## config.mk

```make
export PLATFORM = sky130hd
export DESIGN_NAME = pipelined_rca
export DESIGN_NICKNAME = d
export VERILOG_FILES = /design/src/rtl/fir_arith_pkg.sv /design/src/rtl/rca_segment.sv /design/src/rtl/pipelined_rca.sv
export SDC_FILE = /design/constraint.sdc
export NUM_CORES = 1
export LEC_CHECK = 0
export CORE_MARGIN = 3
export CORE_UTILIZATION = 40
export DETAILED_ROUTE_END_ITERATION = 8
export PLACE_DENSITY_LB_ADDON = 0.25
export SLEW_MARGIN = 20
export SYNTH_ARGS = -nofsm -noshare
export SYNTH_HDL_FRONTEND = slang
export SYNTH_SLANG_ARGS = --single-unit
export TNS_END_PERCENT = 20
```

## constraint.sdc

```tcl
create_clock -name clk -period 9.1 [get_ports clk]
set_clock_uncertainty 0.15 [all_clocks]
set_input_delay 1.82 -clock clk [delete_from_list [all_inputs] [get_ports clk]]
set_output_delay 1.82 -clock clk [all_outputs]
set_load 0.02 [all_outputs]
```

## src/rtl/fir_arith_pkg.sv

```systemverilog
`default_nettype none
// +--------------------------------------------------------------------------+
// | Package     : fir_arith_pkg                                              |
// | Description : Shared arithmetic helpers for the FIR accumulate path:     |
// |               pipeline segment count, signed saturation limits and the   |
// |               WIDTH/SEG_W legality check.                                |
// | Revision    : 1.0 - initial release                                      |
// +--------------------------------------------------------------------------+
package fir_arith_pkg;

  // Widest operand the saturation helpers can describe.
  localparam int MAX_W = 128;

  // WIDTH must be a positive whole number of SEG_W-bit segments.
  function automatic bit params_legal(input int width, input int seg_w);
    if (seg_w < 1 || width < 1) return 1'b0;
    return (width % seg_w) == 0;
  endfunction

  // Number of pipeline stages; guarded so an illegal SEG_W never divides by 0.
  function automatic int nseg(input int width, input int seg_w);
    if (seg_w < 1) return 1;
    return width / seg_w;
  endfunction

  // Most-positive signed value of the given width: 2^(width-1)-1.
  function automatic logic [MAX_W-1:0] sat_max(input int width);
    return (MAX_W'(1) << (width - 1)) - MAX_W'(1);
  endfunction

  // Most-negative signed value of the given width: -2^(width-1).
  function automatic logic [MAX_W-1:0] sat_min(input int width);
    return MAX_W'(1) << (width - 1);
  endfunction

endpackage
`default_nettype wire

```

## src/rtl/rca_segment.sv

```systemverilog
`default_nettype none
// +--------------------------------------------------------------------------+
// | Module      : rca_segment                                                |
// | Description : Combinational SEG_W-bit ripple-carry adder slice.          |
// | Ports       : a, b      - segment operands                               |
// |               ci        - carry into bit 0                               |
// |               s         - segment sum                                    |
// |               co        - carry out of the top bit                       |
// |               co_msb_in - carry into the top bit (signed overflow term)  |
// | Revision    : 1.0 - initial release                                      |
// +--------------------------------------------------------------------------+
module rca_segment
  import fir_arith_pkg::*;
#(
  parameter int SEG_W = 8
) (
  input  logic [SEG_W-1:0] a,
  input  logic [SEG_W-1:0] b,
  input  logic             ci,
  output logic [SEG_W-1:0] s,
  output logic             co,
  output logic             co_msb_in
);

  // c[i] is the carry into bit i; c[SEG_W] is the carry out of the slice.
  logic [SEG_W:0] c;

  always_comb begin
    c    = '0;
    s    = '0;
    c[0] = ci;
    for (int i = 0; i < SEG_W; i++) begin
      s[i]   = a[i] ^ b[i] ^ c[i];
      c[i+1] = (a[i] & b[i]) | (c[i] & (a[i] ^ b[i]));
    end
  end

  assign co        = c[SEG_W];
  assign co_msb_in = c[SEG_W-1];

endmodule
`default_nettype wire

```

## src/rtl/pipelined_rca.sv

```systemverilog
`default_nettype none
// +--------------------------------------------------------------------------+
// | Module      : pipelined_rca                                              |
// | Description : Pipelined signed ripple-carry adder. One SEG_W segment is  |
// |               resolved per stage with the carry registered between       |
// |               stages; valid/ready stream interface, signed overflow      |
// |               flag and optional saturation. Latency WIDTH/SEG_W cycles.  |
// | Ports       : clk, rst (async, active-high)                              |
// |               in_valid/in_ready, a, b, cin   - operand beat             |
// |               out_valid/out_ready, sum, carry, ovf - result beat         |
// | Revision    : 1.0 - initial release                                      |
// +--------------------------------------------------------------------------+
module pipelined_rca
  import fir_arith_pkg::*;
#(
  parameter int WIDTH    = 16,
  parameter int SEG_W    = 8,
  parameter int SATURATE = 0
) (
  input  logic             clk,
  input  logic             rst,
  input  logic             in_valid,
  output logic             in_ready,
  input  logic [WIDTH-1:0] a,
  input  logic [WIDTH-1:0] b,
  input  logic             cin,
  output logic             out_valid,
  input  logic             out_ready,
  output logic [WIDTH-1:0] sum,
  output logic             carry,
  output logic             ovf
);

  localparam int NSEG = nseg(WIDTH, SEG_W);
  localparam logic [WIDTH-1:0] SAT_MAX = WIDTH'(sat_max(WIDTH));
  localparam logic [WIDTH-1:0] SAT_MIN = WIDTH'(sat_min(WIDTH));

  if (!params_legal(WIDTH, SEG_W)) begin : g_param_check
    $error("pipelined_rca: WIDTH (%0d) must be a positive multiple of SEG_W (%0d)",
           WIDTH, SEG_W);
  end

  // Rank k holds the beat after stage k. s_q[k] carries the finished sum
  // segments 0..k in its low bits and the still-unconsumed A segments above,
  // so one vector both skews A and deskews the result. b_q[k] carries B.
  logic [WIDTH-1:0] s_q [NSEG];
  logic [WIDTH-1:0] b_q [NSEG];
  logic [NSEG-1:0]  v_q;
  logic [NSEG-1:0]  c_q;
  logic             ovf_q;

  // Stage inputs and next-state values.
  logic [WIDTH-1:0] op_s  [NSEG];
  logic [WIDTH-1:0] op_b  [NSEG];
  logic [WIDTH-1:0] s_nxt [NSEG];
  logic [SEG_W-1:0] seg_s [NSEG];
  logic [NSEG-1:0]  op_c;
  logic [NSEG-1:0]  op_v;
  logic [NSEG-1:0]  co_w;
  logic [NSEG-1:0]  msb_w;
  logic [NSEG-1:0]  unused_w;
  logic             advance;
  logic             ovf_w;

  // Whole pipeline moves in lockstep; a full, stalled output freezes it.
  assign advance  = !v_q[NSEG-1] | out_ready;
  assign in_ready = advance;

  assign ovf_w = msb_w[NSEG-1] ^ co_w[NSEG-1];

  for (genvar k = 0; k < NSEG; k++) begin : g_stage
    if (k == 0) begin : g_head
      assign op_s[k] = a;
      assign op_b[k] = b;
      assign op_c[k] = cin;
      assign op_v[k] = in_valid;
    end else begin : g_body
      assign op_s[k] = s_q[k-1];
      assign op_b[k] = b_q[k-1];
      assign op_c[k] = c_q[k-1];
      assign op_v[k] = v_q[k-1];
    end

    rca_segment #(
      .SEG_W (SEG_W)
    ) u_seg (
      .a         (op_s[k][k*SEG_W +: SEG_W]),
      .b         (op_b[k][k*SEG_W +: SEG_W]),
      .ci        (op_c[k]),
      .s         (seg_s[k]),
      .co        (co_w[k]),
      .co_msb_in (msb_w[k])
    );

    // Replace A segment k with its sum; everything else rides along.
    logic [WIDTH-1:0] merged;
    always_comb begin
      merged                     = op_s[k];
      merged[k*SEG_W +: SEG_W]   = seg_s[k];
    end

    if (k == NSEG-1 && SATURATE != 0) begin : g_sat
      // Overflow only occurs when both operand signs agree, so A's MSB
      // (still unconsumed in op_s at the last stage) picks the limit.
      assign s_nxt[k] = ovf_w ? (op_s[k][WIDTH-1] ? SAT_MIN : SAT_MAX) : merged;
    end else begin : g_wrap
      assign s_nxt[k] = merged;
    end

    // B bits below the active segment and the per-slice top-bit carries of
    // the inner stages are deliberately dropped.
    assign unused_w[k] = ^{b_q[k], msb_w[k]};
  end

  always_ff @(posedge clk or posedge rst) begin
    if (rst) begin
      v_q   <= '0;
      c_q   <= '0;
      ovf_q <= 1'b0;
      for (int k = 0; k < NSEG; k++) begin
        s_q[k] <= '0;
        b_q[k] <= '0;
      end
    end else if (advance) begin
      v_q   <= op_v;
      c_q   <= co_w;
      ovf_q <= ovf_w;
      for (int k = 0; k < NSEG; k++) begin
        s_q[k] <= s_nxt[k];
        b_q[k] <= op_b[k];
      end
    end
  end

  assign out_valid = v_q[NSEG-1];
  assign sum       = s_q[NSEG-1];
  assign carry     = c_q[NSEG-1];
  assign ovf       = ovf_q;

endmodule
`default_nettype wire
```

==> impl_metrics.toml <==
[setup_path]
critPathBufInv = 4
arrival_ps = 5520
cpLargestDelayFamily = "adder cells"
end_kind = "flip-flop"
endpoint = "g_stage[1].merged[7]$_DFFE_PP0P_"
worstSetupStartpointType = "primary input"
crit_top_cell = "fa_1"
reg2reg_to = "ovf$_DFFE_PP0P_"
crit_required_ps = 9170
max_stage_delay_ps = 440
r2r_cells = 13
startpoint = "a[0]"
path_cells = "clkdlybuf4s50_1 -> fa_1 -> inv_1 -> fa_1 -> inv_1 -> fa_1 -> fa_1 -> fa_1 -> fa_1 -> fa_1 -> inv_1 -> fa_1 -> a21oi_1"
rrSetupSlack_ps = 4930
r2r-start = "b_q[24]$_DFFE_PP0P_"
crit_type = "in2reg"
path_max_fanout = 1
worstSetupPathDepth = 13
slowest_stage = "clkdlybuf4s50_1"

[drt]
vias = 1200
ant_nets = 0
dr.pass1.iters = 2
wire_per_inst_um = 14.7
wl_um = 3870
drt-vias-per-instance = 4.55
drc = 0
drt_iter0_drc = 37

[die]
core_um2 = 5240
initial_utilization_pct = 42.6
ioPinCount = 57
fp.dieH_um = 80.7
dieArea_um2 = 6510
chipWidth_um = 80.7
rows = 26

[clocking]
cts_setup_buffers = 0
root_buffer = "clkbuf_8"
cts.sinks = 45
cts_hold_buf = 0
cts_resized = 0
clockBufferDepth = 2
clk_latency_ps = 300
cts.clk_slew.worst_paths_ps = 80
h-tree-depth = 2
cts_made_buffers = 5
cts_tree = "built"

[power_and_ir_drop]
seqPwrFrac_pct = 43.4
netSwitchingFraction_pct = 30.8
power_density_nw_per_um2 = 227
clockPowerShare_pct = 18.1
internal_power_mw = 0.454
ir_drop_mv = 0.101
p_comb_share_pct = 38.5
power.leakage_nw = 1.31
p_switching_mw = 0.202

[placement]
dp_hpwl_um = 2810
place_congestion = 0.670
io_buffer_count = 56

[timing]
setup_violations = 0
setup_tns_ps = 0
final-hold-violation-count = 0
fmax_ghz = 0.184
period_minus_slack_ps = 5440
slew_headroom_pct = 38.8
rsz0062_at_grt = "no"
finalCritPeriodShare_pct = 59.8
maxSlewViolCount = 0
hold_slack_ps = 339
worstMarginPinSlew_ps = 916

[worst_hold_path]
hp-class = "reg2reg"
min_from = "v_q[0]$_DFFE_PP0P_"

[global_route]
grt_usage_pct = 13.2
grt_overflow = 0
grt_max_degree = 46
grt_pass1_vias = 1338
antenna_found_initial = 0
grt_first_pass_wirelength_um = 6350

[layout]
most-common-layout-cells = "clkdlybuf4s50_1 (56), dfrtp_1 (45), mux2_4 (32)"
fin_nets = 246
areaGrowthSynthToFinish_pct = 29.5
drive_above_1_share_pct = 24.7
diodes = 0
layout_commonest_cell = "clkdlybuf4s50_1"

[yosys]
syn_area_per_cell_um2 = 16.6
synth_area_um2 = 2230
seq_area_frac_synth_pct = 50.5
ys_types = 11
synth_fp_nets = 187
ys_ff_latch = 45
synthCells = 134
ys_warn_count = 0

[run]
max-cap-violations = 0

[run_status]
status = "completed"
==> worst min path at each step <==
| stage | endpoint | slack [ps] | depth (start not counted) |
|---|---|---|---|
| after floorplan | v_q[1]$_DFFE_PP0P_ | 280 | 1 |
| after global placement | v_q[1]$_DFFE_PP0P_ | 300 | 1 |
| after detailed placement | v_q[1]$_DFFE_PP0P_ | 320 | 1 |
| after CTS | v_q[1]$_DFFE_PP0P_ | 340 | 1 |
| after global routing | v_q[1]$_DFFE_PP0P_ | 360 | 1 |
| final | v_q[1]$_DFFE_PP0P_ | 340 | 1 |
==> through the flow <==
stage / util [%] / setup WS [ps] / power (mW) / std cells / area, µm²
finish: 55.1 / 3660 / 0.656 / 264 / 2890
global route: 55.1 / 3570 / 0.698 / 264 / 2890
CTS: 55.1 / 3630 / 0.669 / 264 / 2890
detailed placement: 53.6 / 3300 / 0.547 / 256 / 2810
global placement: 53.6 / 3440 / 0.538 / 256 / 2810
floorplan: - / 3960 / 0.440 / 134 / 2230
==> Yosys cell counts <==
| cell type | number | share of area [%] |
|---|---|---|
| nand2b_1 | 2 | 0.56 |
| xnor2_1 | 1 | 0.39 |
| inv_1 | 15 | 2.5 |
| buf_6 | 2 | 1.0 |
| dfrtp_1 | 45 | 51 |
| fa_1 | 16 | 14 |
| buf_12 | 3 | 2.7 |
| mux2_4 | 32 | 22 |
| nor3b_1 | 6 | 2.0 |
| mux2_2 | 6 | 3.0 |
| a21oi_1 | 6 | 1.3 |
==> logic make-up after synthesis <==
kind of cell	count (synthesis)	synth area share [%]
adder cells (fa/ha/maj)	16	14.4
multiplexers	38	24.6
AO/OA/AOI/OAI	6	1.35
buffers and inverters	20	6.23
AND/OR/NAND/NOR	8	2.58
flip-flops	45	50.5
XOR/XNOR	1	0.393
==> final cells by class <==
class	instances	area, µm²
Clock buffer	6	72.6
Clock inverter	2	10.0
Fill cell	436	2350
Inverter	15	56.3
Multi-Input combinational cell	69	967
Sequential cell	45	1130
Tap cell	70	87.6
Timing Repair Buffer	57	568
==> power groups by stage <==
stage / logic, mW / clock network, mW / registers, mW
6_report: 0.253 / 0.119 / 0.285
5_1_grt: 0.272 / 0.134 / 0.292
4_1_cts: 0.258 / 0.125 / 0.286
3_5_place_dp: 0.257 / 0 / 0.289
3_3_place_gp: 0.252 / 0 / 0.286
2_1_floorplan: 0.117 / 0 / 0.323
==> routing by layer <==
metal,vias up,track usage (%),share of wire (%)
li1,553,-,-
met1,609,16.3,42
met2,34,20.9,50
met3,4,5.16,6.4
met4,0,4.56,1.2
met5,-,0,0
==> registers in the layout, summed over array words and instances (netlist names) <==
signal / flops
sum: 16
b_q: 8
v_q: 2
op_s: 8
c_q: 2
ovf: 1
g_stage.merged: 8
Note: power is estimated with default switching activity, not from simulation.
